==> src/rtl/moore_detect_sched_if.sv <==
// -----------------------------------------------------------------------------
// moore_detect_sched_if
//   Groups the per-channel serial source signals shared between the requesters
//   and the pattern-detector scheduler.
//
//   req      source -> sched  per-channel frame request (level)
//   bit_in   source -> sched  per-channel serial data
//   bit_vld  source -> sched  per-channel data valid
//   bit_rdy  sched  -> source per-channel ready (one-hot or zero)
//   gnt      sched  -> source one-hot grant
//
//   master : the serial sources
//   slave  : the scheduler / detector
// -----------------------------------------------------------------------------
interface moore_detect_sched_if #(
   parameter int NCH = 4
);

   logic [NCH-1:0] req;
   logic [NCH-1:0] bit_in;
   logic [NCH-1:0] bit_vld;
   logic [NCH-1:0] bit_rdy;
   logic [NCH-1:0] gnt;

   modport master (
      output req,
      output bit_in,
      output bit_vld,
      input  bit_rdy,
      input  gnt
   );

   modport slave (
      input  req,
      input  bit_in,
      input  bit_vld,
      output bit_rdy,
      output gnt
   );

endinterface

==> src/rtl/moore_detect_sched.sv <==
// -----------------------------------------------------------------------------
// moore_detect_sched
//   One programmable serial pattern detector shared by NCH requesters. A
//   round-robin arbiter picks one channel per frame; the winner streams
//   FRAME_LEN bits over a valid/ready handshake while overlapping matches of
//   the latched pattern are counted. Completion is flagged with a done pulse,
//   a dropped request with an abort pulse.
//
//   clk        in   rising-edge clock
//   rst        in   asynchronous, active-low reset
//   cfg_pat    in   pattern, bit [PAT_W-1] is the first bit expected
//   sif        slave modport: req / bit_in / bit_vld in, bit_rdy / gnt out
//   busy       out  high in every state except IDLE
//   done       out  1-cycle pulse, frame completed
//   abort      out  1-cycle pulse, frame abandoned
//   done_ch    out  channel of the last granted frame
//   match_cnt  out  matches counted in the last frame
//
//   State sequence: IDLE -> GRANT -> RUN -> (DONE | ABORT) -> IDLE.
//   gnt is visible in GRANT, RUN and DONE; bit_rdy only in RUN.
// -----------------------------------------------------------------------------
module moore_detect_sched #(
   parameter int NCH       = 4,
   parameter int FRAME_LEN = 16,
   parameter int PAT_W     = 4
) (
   input  logic                           clk,
   input  logic                           rst,
   input  logic [PAT_W-1:0]               cfg_pat,
   moore_detect_sched_if.slave            sif,
   output logic                           busy,
   output logic                           done,
   output logic                           abort,
   output logic [$clog2(NCH)-1:0]         done_ch,
   output logic [$clog2(FRAME_LEN+1)-1:0] match_cnt
);

   localparam int CW = $clog2(NCH);
   localparam int MW = $clog2(FRAME_LEN + 1);

   typedef enum logic [2:0] {
      S_IDLE,
      S_GRANT,
      S_RUN,
      S_DONE,
      S_ABORT
   } state_t;

   state_t           state;
   state_t           state_nx;

   logic [CW-1:0]    rr_ptr;     // first channel considered in the next arbitration
   logic [CW-1:0]    gsel;       // channel owning the current frame
   logic [CW-1:0]    winner;
   logic [CW-1:0]    cand;
   logic             found;
   logic [NCH-1:0]   gsel_oh;

   logic [PAT_W-1:0] pat_q;      // pattern frozen for the whole frame
   logic [PAT_W-1:0] hist;       // most recent accepted bits, newest in bit 0
   logic [PAT_W-1:0] hist_nx;
   logic [MW-1:0]    bit_cnt;    // bits accepted so far in this frame

   logic             cur_req;
   logic             accept;
   logic             last_bit;
   logic             hit;

   // Channel index modulo NCH; NCH need not be a power of two.
   function automatic logic [CW-1:0] wrap_add(input logic [CW-1:0] base, input int off);
      int sum;
      sum = int'(base) + off;
      if (sum >= NCH) begin
         sum = sum - NCH;
      end
      return CW'(sum);
   endfunction

   // ---------------------------------------------------------------------------
   // Round-robin pick: first requester at or after rr_ptr, wrapping upward.
   // ---------------------------------------------------------------------------
   always_comb begin
      // NOTE: every variable written here gets a default first, so no path can
      // leave it unassigned and no latch is inferred.
      winner = rr_ptr;
      found  = 1'b0;
      cand   = '0;
      for (int i = 0; i < NCH; i++) begin
         cand = wrap_add(rr_ptr, i);
         if (!found && sif.req[cand]) begin
            winner = cand;
            found  = 1'b1;
         end
      end
   end

   // ---------------------------------------------------------------------------
   // Datapath decode for the granted channel.
   // ---------------------------------------------------------------------------
   assign gsel_oh  = {{(NCH-1){1'b0}}, 1'b1} << gsel;
   assign cur_req  = sif.req[gsel];

   // A dropped request wins over a simultaneous valid bit: that bit is left
   // with the source and the frame is abandoned instead.
   assign accept   = (state == S_RUN) && cur_req && sif.bit_vld[gsel];

   assign hist_nx  = {hist[PAT_W-2:0], sif.bit_in[gsel]};
   assign last_bit = (bit_cnt == MW'(FRAME_LEN - 1));

   // The history only holds a full pattern once PAT_W bits have arrived,
   // counting the bit being accepted now; older bits keep overlaps countable.
   assign hit      = (hist_nx == pat_q) && (bit_cnt >= MW'(PAT_W - 1));

   // ---------------------------------------------------------------------------
   // FSM state register.
   // ---------------------------------------------------------------------------
   always_ff @(posedge clk or negedge rst) begin
      // NOTE: non-blocking assignments in clocked blocks, so every register
      // updates from values sampled before the edge.
      if (!rst) begin
         state <= S_IDLE;
      end else begin
         state <= state_nx;
      end
   end

   // ---------------------------------------------------------------------------
   // FSM next state and Moore outputs.
   // ---------------------------------------------------------------------------
   always_comb begin
      state_nx    = state;
      busy        = 1'b1;
      done        = 1'b0;
      abort       = 1'b0;
      sif.gnt     = '0;
      sif.bit_rdy = '0;

      unique case (state)
         S_IDLE: begin
            busy = 1'b0;
            if (|sif.req) begin
               state_nx = S_GRANT;
            end
         end

         S_GRANT: begin
            sif.gnt  = gsel_oh;
            state_nx = S_RUN;
         end

         S_RUN: begin
            sif.gnt     = gsel_oh;
            sif.bit_rdy = gsel_oh;
            if (!cur_req) begin
               state_nx = S_ABORT;
            end else if (accept && last_bit) begin
               state_nx = S_DONE;
            end
         end

         S_DONE: begin
            sif.gnt  = gsel_oh;
            done     = 1'b1;
            state_nx = S_IDLE;
         end

         S_ABORT: begin
            abort    = 1'b1;
            state_nx = S_IDLE;
         end

         default: begin
            state_nx = S_IDLE;
         end
      endcase
   end

   // ---------------------------------------------------------------------------
   // Frame datapath: winner capture, pattern latch, shift history, counters.
   // ---------------------------------------------------------------------------
   always_ff @(posedge clk or negedge rst) begin
      // NOTE: pattern and history registers are reset along with the counters;
      // they are plain flops, not a memory, so this costs nothing and keeps
      // them free of X after reset.
      if (!rst) begin
         rr_ptr    <= '0;
         gsel      <= '0;
         pat_q     <= '0;
         hist      <= '0;
         bit_cnt   <= '0;
         match_cnt <= '0;
         done_ch   <= '0;
      end else begin
         unique case (state)
            S_IDLE: begin
               if (|sif.req) begin
                  gsel <= winner;
               end
            end

            S_GRANT: begin
               pat_q     <= cfg_pat;
               hist      <= '0;
               bit_cnt   <= '0;
               match_cnt <= '0;
               done_ch   <= gsel;
            end

            S_RUN: begin
               if (accept) begin
                  hist    <= hist_nx;
                  bit_cnt <= bit_cnt + MW'(1);
                  if (hit) begin
                     match_cnt <= match_cnt + MW'(1);
                  end
               end
            end

            S_DONE, S_ABORT: begin
               rr_ptr <= wrap_add(gsel, 1);
            end

            default: begin
               rr_ptr <= rr_ptr;
            end
         endcase
      end
   end

endmodule

==> src/flat_wrapper.sv <==
// flat-port wrapper written by rule: the top's interface ports become plain ports
module moore_detect_sched_flat 
#(
   parameter int NCH       = 4,
   parameter int FRAME_LEN = 16,
   parameter int PAT_W     = 4
)
  (clk, rst, cfg_pat, busy, done, abort, done_ch, match_cnt, sif_req, sif_bit_in, sif_bit_vld, sif_bit_rdy, sif_gnt);
  moore_detect_sched_if #(.NCH(NCH)) sif_i ();
  input  logic clk;
  input  logic rst;
  input  logic [PAT_W-1:0] cfg_pat;
  output logic busy;
  output logic done;
  output logic abort;
  output logic [$clog2(NCH)-1:0] done_ch;
  output logic [$clog2(FRAME_LEN+1)-1:0] match_cnt;
  input wire logic [$bits(sif_i.req)-1:0] sif_req;
  input wire logic [$bits(sif_i.bit_in)-1:0] sif_bit_in;
  input wire logic [$bits(sif_i.bit_vld)-1:0] sif_bit_vld;
  output wire logic [$bits(sif_i.bit_rdy)-1:0] sif_bit_rdy;
  output wire logic [$bits(sif_i.gnt)-1:0] sif_gnt;
  assign sif_i.req = sif_req;
  assign sif_i.bit_in = sif_bit_in;
  assign sif_i.bit_vld = sif_bit_vld;
  assign sif_bit_rdy = sif_i.bit_rdy;
  assign sif_gnt = sif_i.gnt;
  moore_detect_sched #(.NCH(NCH), .FRAME_LEN(FRAME_LEN), .PAT_W(PAT_W)) u_core (.clk(clk), .rst(rst), .cfg_pat(cfg_pat), .sif(sif_i), .busy(busy), .done(done), .abort(abort), .done_ch(done_ch), .match_cnt(match_cnt));
endmodule
==> config.mk <==
export PLATFORM = sky130hd
export DESIGN_NAME = moore_detect_sched_flat
export DESIGN_NICKNAME = d
export VERILOG_FILES = /design/src/rtl/moore_detect_sched_if.sv /design/src/rtl/moore_detect_sched.sv /design/src/flat_wrapper.sv
export SDC_FILE = /design/constraint.sdc
export NUM_CORES = 1
export LEC_CHECK = 0
export CELL_PAD_IN_SITES_DETAIL_PLACEMENT = 0
export CELL_PAD_IN_SITES_GLOBAL_PLACEMENT = 2
export CORE_ASPECT_RATIO = 0.75
export CORE_MARGIN = 3
export CORE_UTILIZATION = 41
export CTS_CLUSTER_SIZE = 24
export DETAILED_ROUTE_END_ITERATION = 7
export DONT_BUFFER_PORTS = 1
export PLACE_DENSITY = 0.91
export SYNTH_ARGS = -nofsm -noshare
export SYNTH_HDL_FRONTEND = slang
export SYNTH_SLANG_ARGS = --single-unit
==> constraint.sdc <==
create_clock -name clk -period 4.2 [get_ports clk]
set_input_delay 0.42 -clock clk [delete_from_list [all_inputs] [get_ports clk]]
set_output_delay 0.42 -clock clk [all_outputs]
set_load 0.02 [all_outputs]
==> flow_summary.ini, run 1 <==
[route]
ant_nets = 0
drt_iter0_markers = 60
first_pass_iters = 5
routedWlPerCell_um = 15.5
drt_wl_total_um = 3270
via_count = 1156
viasPerCell = 5.48
drc = 0

[timing]
finClkSkew_ps = 9.30
hold_viol_final = 0
setup-tns-final_ps = 0
fmax_mhz = 447
slew_headroom_pct = 32.4
finalCritPeriodShare_pct = 53.3
slew_violations = 0
period_minus_slack_ps = 2240
worst_pin_slew_ps = 1010
rsz0062_at_grt = no
timing.hold.ws_ps = 246
layout_setup_ws_ps = 1960
setup_violations = 0

[synthesis]
synth_fa_ha_area_share_pct = 5.52
synth.mux.area_fraction_pct = 9.14
synth_fp_nets = 185
synth-simple-area-share_pct = 25.1
synth-xor-area-share_pct = 3.78
ys_seq_area_share_pct = 41.0
postSynthCellCount = 160
synth-async-reset-ratio_pct = 100
synth_edf_count = 0
synth_compound_area_share_pct = 12.1
synth_top_family_by_area = simple AND/OR/NAND/NOR gates
ys.flop_type = dfrtp_1
syn_area_um2 = 1590
yosysUniqueCellTypes = 39
syn_area_per_cell_um2 = 9.92
synth-seq-cells = 26
yosysWarnings = 0

[floorplan]
start_util_pct = 45.5
chipWidth_um = 77.9
die_area_um2 = 4660
coreArea_um2 = 3490
rows = 18
die_y_um = 59.9
io_pins = 36

[final_layout]
num-fill-cells = 325
instances_no_fill = 211
final_nets = 187
syn2layout_area_growth_pct = 7.64
drive_gt1_share_pct = 10.6
finalInstanceArea_um2 = 1710
utilization_pct = 49.0
n_antenna_cell = 0

[grt]
overflow = 0
antenna_found_initial = 0
grt_max_degree = 27
grt_pass1_wl_um = 5210
first_global_vias = 1050
grt_util_all_layers_pct = 14.5

[power_and_ir_drop]
intPower_mw = 0.591
peakVddDrop_v = 0.000319
swShare_pct = 45.3
power_mw = 1.08
switching_power_mw = 0.490
power_leakage_nw = 0.815
power_frac_clock_pct = 15.1
seq_power_share_pct = 39.2
power.density_nw_per_um2 = 632
p_comb_share_pct = 45.7

[worst_setup_path]
crit_type = flop to primary output
crit_path_end_kind = primary output
crit_chain = nor3b_2 > and2_1
cp-start-kind = flop
critical_path_peak_fanout = 12
cpPeakStageDelay_ps = 700
cp.required_ps = 3780
cp.arrival_ps = 1820
cp_slowest_cell = nor3b_2

[clock_network]
clk_path_buf_depth = 2
htree_levels = 1
clock-root-buffer = clkbuf_8
clkTransAtPathRegs_ps = 90
cts_buffers = 3
clkLatencyLatePin_ps = 280
cts_tree = built
post-cts-setup-buffer-count = 0
cts_sinks = 26

[status]
status = completed

[placed_design]
place_area_um2 = 1620
placed_cells = 205
place_congestion = 0.764
place_ws_ps = 2200
io_buffers = 0
dpl.hpwl_um = 2420

[hold_path]
hold_class = input pin to flop

[run]
cap_violations = 0
cell type report:
type	count	area (um2)	share of cell area, %
well taps	50	62.6	3.66
repair buffers	2	30.0	1.76
flip-flops and latches	26	651	38.1
inverters	7	26.3	1.54
clock buffers	4	55.1	3.22
multi-input cells	122	885	51.8
per-layer routing:
layer / vias to the layer above / track usage [%] / part of all wire, %
met4: 0 / 5.33 / 1.4
met5: - / 0 / 0
li1: 563 / - / -
met1: 550 / 20.2 / 49
met3: 7 / 4.22 / 5.0
met2: 36 / 21.5 / 44
path summary, 6_finish.rpt:
| kind | from | slack (ps) | cells after the start | to |
|---|---|---|---|---|
| hold reg to reg | u_core.pat_q[1]$_DFFE_PN0P_ | 510 | 2 | u_core.pat_q[1]$_DFFE_PN0P_ |
| setup reg to reg | u_core.state[2]$_DFFE_PN0P_ | 2170 | 4 | u_core.match_cnt[2]$_DFFE_PN0P_ |
| hold / removal | cfg_pat[1] | 250 | 2 | u_core.pat_q[1]$_DFFE_PN0P_ |
| setup / recovery | u_core.state[2]$_DFFE_PN0P_ | 1960 | 2 | sif_bit_rdy[3] |
| min in group asynchronous | rst | 570 | 2 | u_core.bit_cnt[4]$_DFFE_PN0P_ |
| max in group asynchronous | rst | 3470 | 2 | u_core.match_cnt[2]$_DFFE_PN0P_ |
flip-flops by register name, indices dropped and copies added, names as in the netlist:
register and flops:
u_core.state 3, u_core.pat_q 4, u_core.gsel 2, u_core.match_cnt 5, u_core.rr_ptr 2, u_core.bit_cnt 5, u_core.hist 3, u_core.done_ch 2
synthesized netlist by cell type (3+ instances only):
cell type  number  share of area (%)
nand2_1        30                7.1
xor2_1          5                2.8
ha_1            7                5.5
mux2i_1         4                2.5
mux2_2          3                2.1
inv_1           7                1.7
and3_1          4                1.6
nor3b_1         3                1.4
and2_1          9                3.5
nor2b_1         5                2.0
o21ai_0         7                2.2
nor2_1          8                1.9
a21oi_1         6                1.9
nand4_1         4                1.6
dfrtp_1        26                 41
clkbuf_1        4               0.95
nand2b_1        4                1.6
critical path, delay by kind of cell, from the launching register on:
| kind | cells | cell delay (ps) |
|---|---|---|
| flops | 1 | 470 |
| simple gates | 2 | 1060 |
repair_timing:
action,4_1_cts,5_1_grt
endpoints found under the hold margin,26,0
hold buffers,2,0
resized for setup,0,0
endpoints found under the setup margin,0,0
placed cells by master, fill, tap and decap left out, types with 5 or more instances in the layout:
master / n
a21oi_1: 6
and2_1: 9
dfrtp_1: 26
ha_1: 7
inv_1: 7
nand2_1: 30
nor2_1: 8
nor2b_1: 5
o21ai_0: 7
xor2_1: 5
cell families (layout without fill, tap and decap cells):
kind of cell,Yosys count,after routing
AND/OR/NAND/NOR,75,75
flip-flops,26,26
AO/OA/AOI/OAI,24,24
buffers and inverters,12,13
multiplexers,10,10
adder cells (fa/ha/maj),7,7
XOR/XNOR,6,6
power by group through the flow:
stage	sequential, mW	combinational [mW]	clock, mW
2_1_floorplan	0.399	0.423	0
3_3_place_gp	0.424	0.476	0
3_5_place_dp	0.428	0.488	0
4_1_cts	0.424	0.498	0.168
5_1_grt	0.439	0.551	0.174
6_report	0.424	0.494	0.163
Power figures use the tool's default switching activity.
==> run 2, diff against run 1 <==
--- a/config.mk
+++ b/config.mk
@@ -9,11 +9,11 @@
 export CELL_PAD_IN_SITES_GLOBAL_PLACEMENT = 2
 export CORE_ASPECT_RATIO = 0.75
 export CORE_MARGIN = 3
-export CORE_UTILIZATION = 41
+export CORE_UTILIZATION = 38
 export CTS_CLUSTER_SIZE = 24
 export DETAILED_ROUTE_END_ITERATION = 7
 export DONT_BUFFER_PORTS = 1
-export PLACE_DENSITY = 0.91
+export PLACE_DENSITY = 0.86
 export SYNTH_ARGS = -nofsm -noshare
 export SYNTH_HDL_FRONTEND = slang
 export SYNTH_SLANG_ARGS = --single-unit
==> constraint.sdc (replaced) <==
create_clock -name clk -period 2.1 [get_ports clk]
set_input_delay 0.21 -clock clk [delete_from_list [all_inputs] [get_ports clk]]
set_output_delay 0.21 -clock clk [all_outputs]
set_load 0.02 [all_outputs]
==> run 2 against run 1 <==
Net effect: sequential share of layout area fell by 0.25 points; non-clock buffer count grew 3; global-route usage grew 0.36 points; routed wire length up 2.1%; highest routed layer unchanged.
==> flow_summary.ini, run 2 (synthesis gave the netlist of run 1 again) <==
[route]
viasPerCell = 5.35
drt_wl_total_um = 3340
drt_iter0_markers = 45
drc = 0
via_count = 1151
ant_nets = 0
first_pass_iters = 4
routedWlPerCell_um = 15.5

[floorplan]
start_util_pct = 41.5
die_area_um2 = 5000
die_y_um = 62.0
chipWidth_um = 80.6
io_pins = 36
rows = 19
coreArea_um2 = 3830

[final_layout]
num-fill-cells = 364
final_common_cell = nand2_1
n_antenna_cell = 0
seq_area_um2 = 651
largestRegisters = u_core.bit_cnt (5), u_core.match_cnt (5), u_core.pat_q (4)
syn2layout_area_growth_pct = 8.35
final_nets = 190
instances_no_fill = 215
final_cell_mix = nand2_1, dfrtp_1, and2_1
multiInputGateArea_um2 = 885
drive_gt1_share_pct = 11.7

[timing]
period_minus_slack_ps = 1920
setup-tns-final_ps = 0
timing.hold.ws_ps = 45.1
worst_pin_slew_ps = 487
rsz0062_at_grt = no
finClkSkew_ps = 2.07
setup_violations = 0
hold_viol_final = 0
finalCritPeriodShare_pct = 91.6
slew_violations = 0
slew_headroom_pct = 67.2
fmax_mhz = 520

[worst_setup_path]
cp_slowest_cell = mux4_1
cpPeakStageDelay_ps = 660
path_buf_inv = 0
crit_chain = mux4_1 > xnor2_2 > nand3_2 > a31o_1
crit_type = flop to flop
cp.arrival_ps = 2090
cp.required_ps = 2260
cp-start-kind = flop
crit_path_end_kind = flop
reg2reg_setup_slack_ps = 180
critical_path_peak_fanout = 7
crit_family = multiplexers

[power_and_ir_drop]
power_leakage_nw = 0.823
intPower_mw = 1.18
power_frac_clock_pct = 13.0
p_comb_share_pct = 47.5
power_mw = 2.15
switching_power_mw = 0.965
seq_power_share_pct = 39.6
power.density_nw_per_um2 = 1250
swShare_pct = 45.0
peakVddDrop_v = 0.000580

[placed_design]
dpl.hpwl_um = 2510
io_buffers = 0
placed_cells = 210
place_congestion = 0.865

[grt]
use_met2_pct = 23.2
antenna_found_initial = 0
grt_util_all_layers_pct = 14.9
first_global_vias = 1154
use_met1_pct = 19.9
overflow = 0
grt_max_degree = 27
use_met3_pct = 5.04
busiest_layer = met2
grt_pass1_wl_um = 5650

[clock_network]
cts_sinks = 26
cts_buffers = 3
cts_hold_buf = 2
clock-root-buffer = clkbuf_8
clkTransAtPathRegs_ps = 90
cts_tree = built
htree_levels = 1
post-cts-setup-buffer-count = 0
clk_path_buf_depth = 2
clkLatencyLatePin_ps = 270
cts_resized = 0

[hold_path]
hold_class = input pin to flop

[run]
cap_violations = 0

[status]
status = completed
[run 2: changes by cell type in the layout (fill, tap and decap cells not counted), sizes merged]
cell,before,now
buf,1,4
clkbuf,4,3
[run 2: routing by layer]
metal / vias to the layer above / wire, um
li1: 567 / -
met2: 28 / 1500
met3: 6 / 185
met4: 0 / 48
met1: 550 / 1600
met5: - / 0
[run 2: final cells by class]
class	count	area share [%]
clock buffer	3	2.40
inverter	7	1.53
multi-input combinational	122	51.4
sequential	26	37.8
tap	52	3.78
timing repair buffer	5	3.05
[run 2: worst paths after layout]
kind                       cells past startpoint                         from                         endpoint
max                                            4   u_core.gsel[0]$_DFFE_PN0P_  u_core.match_cnt[2]$_DFFE_PN0P_
min                                            2                   cfg_pat[3]      u_core.pat_q[3]$_DFFE_PN0P_
max reg2reg                                    4   u_core.gsel[0]$_DFFE_PN0P_  u_core.match_cnt[2]$_DFFE_PN0P_
min reg2reg                                    2  u_core.pat_q[1]$_DFFE_PN0P_      u_core.pat_q[1]$_DFFE_PN0P_
max in group asynchronous                      2                          rst    u_core.done_ch[1]$_DFFE_PN0P_
min in group asynchronous                      2                          rst      u_core.state[2]$_DFFE_PN0P_
[run 2: worst reg2reg max path, cell delays in order, from the launching register on]
cell	delay (ps)
dfrtp_1	520
mux4_1	660
xnor2_2	240
nand3_2	150
a31o_1	250
[run 2: stage by stage]
stage          area [um2]  worst slack (ps)  utilization [%]
3_3_place_gp         1650               241             43.1
3_5_place_dp         1650               166             43.1
2_1_floorplan        1590               292                -
5_1_grt              1720              76.0             44.9
6_report             1720               177             44.9
4_1_cts              1720               159             44.9
[run 2: power groups by stage]
stage / Clock (mW) / Combinational (mW) / Sequential, mW
4_1_cts: 0.293 / 1.04 / 0.850
3_5_place_dp: 0 / 1.01 / 0.859
2_1_floorplan: 0 / 0.846 / 0.799
5_1_grt: 0.309 / 1.14 / 0.879
6_report: 0.278 / 1.02 / 0.850
3_3_place_gp: 0 / 0.995 / 0.853
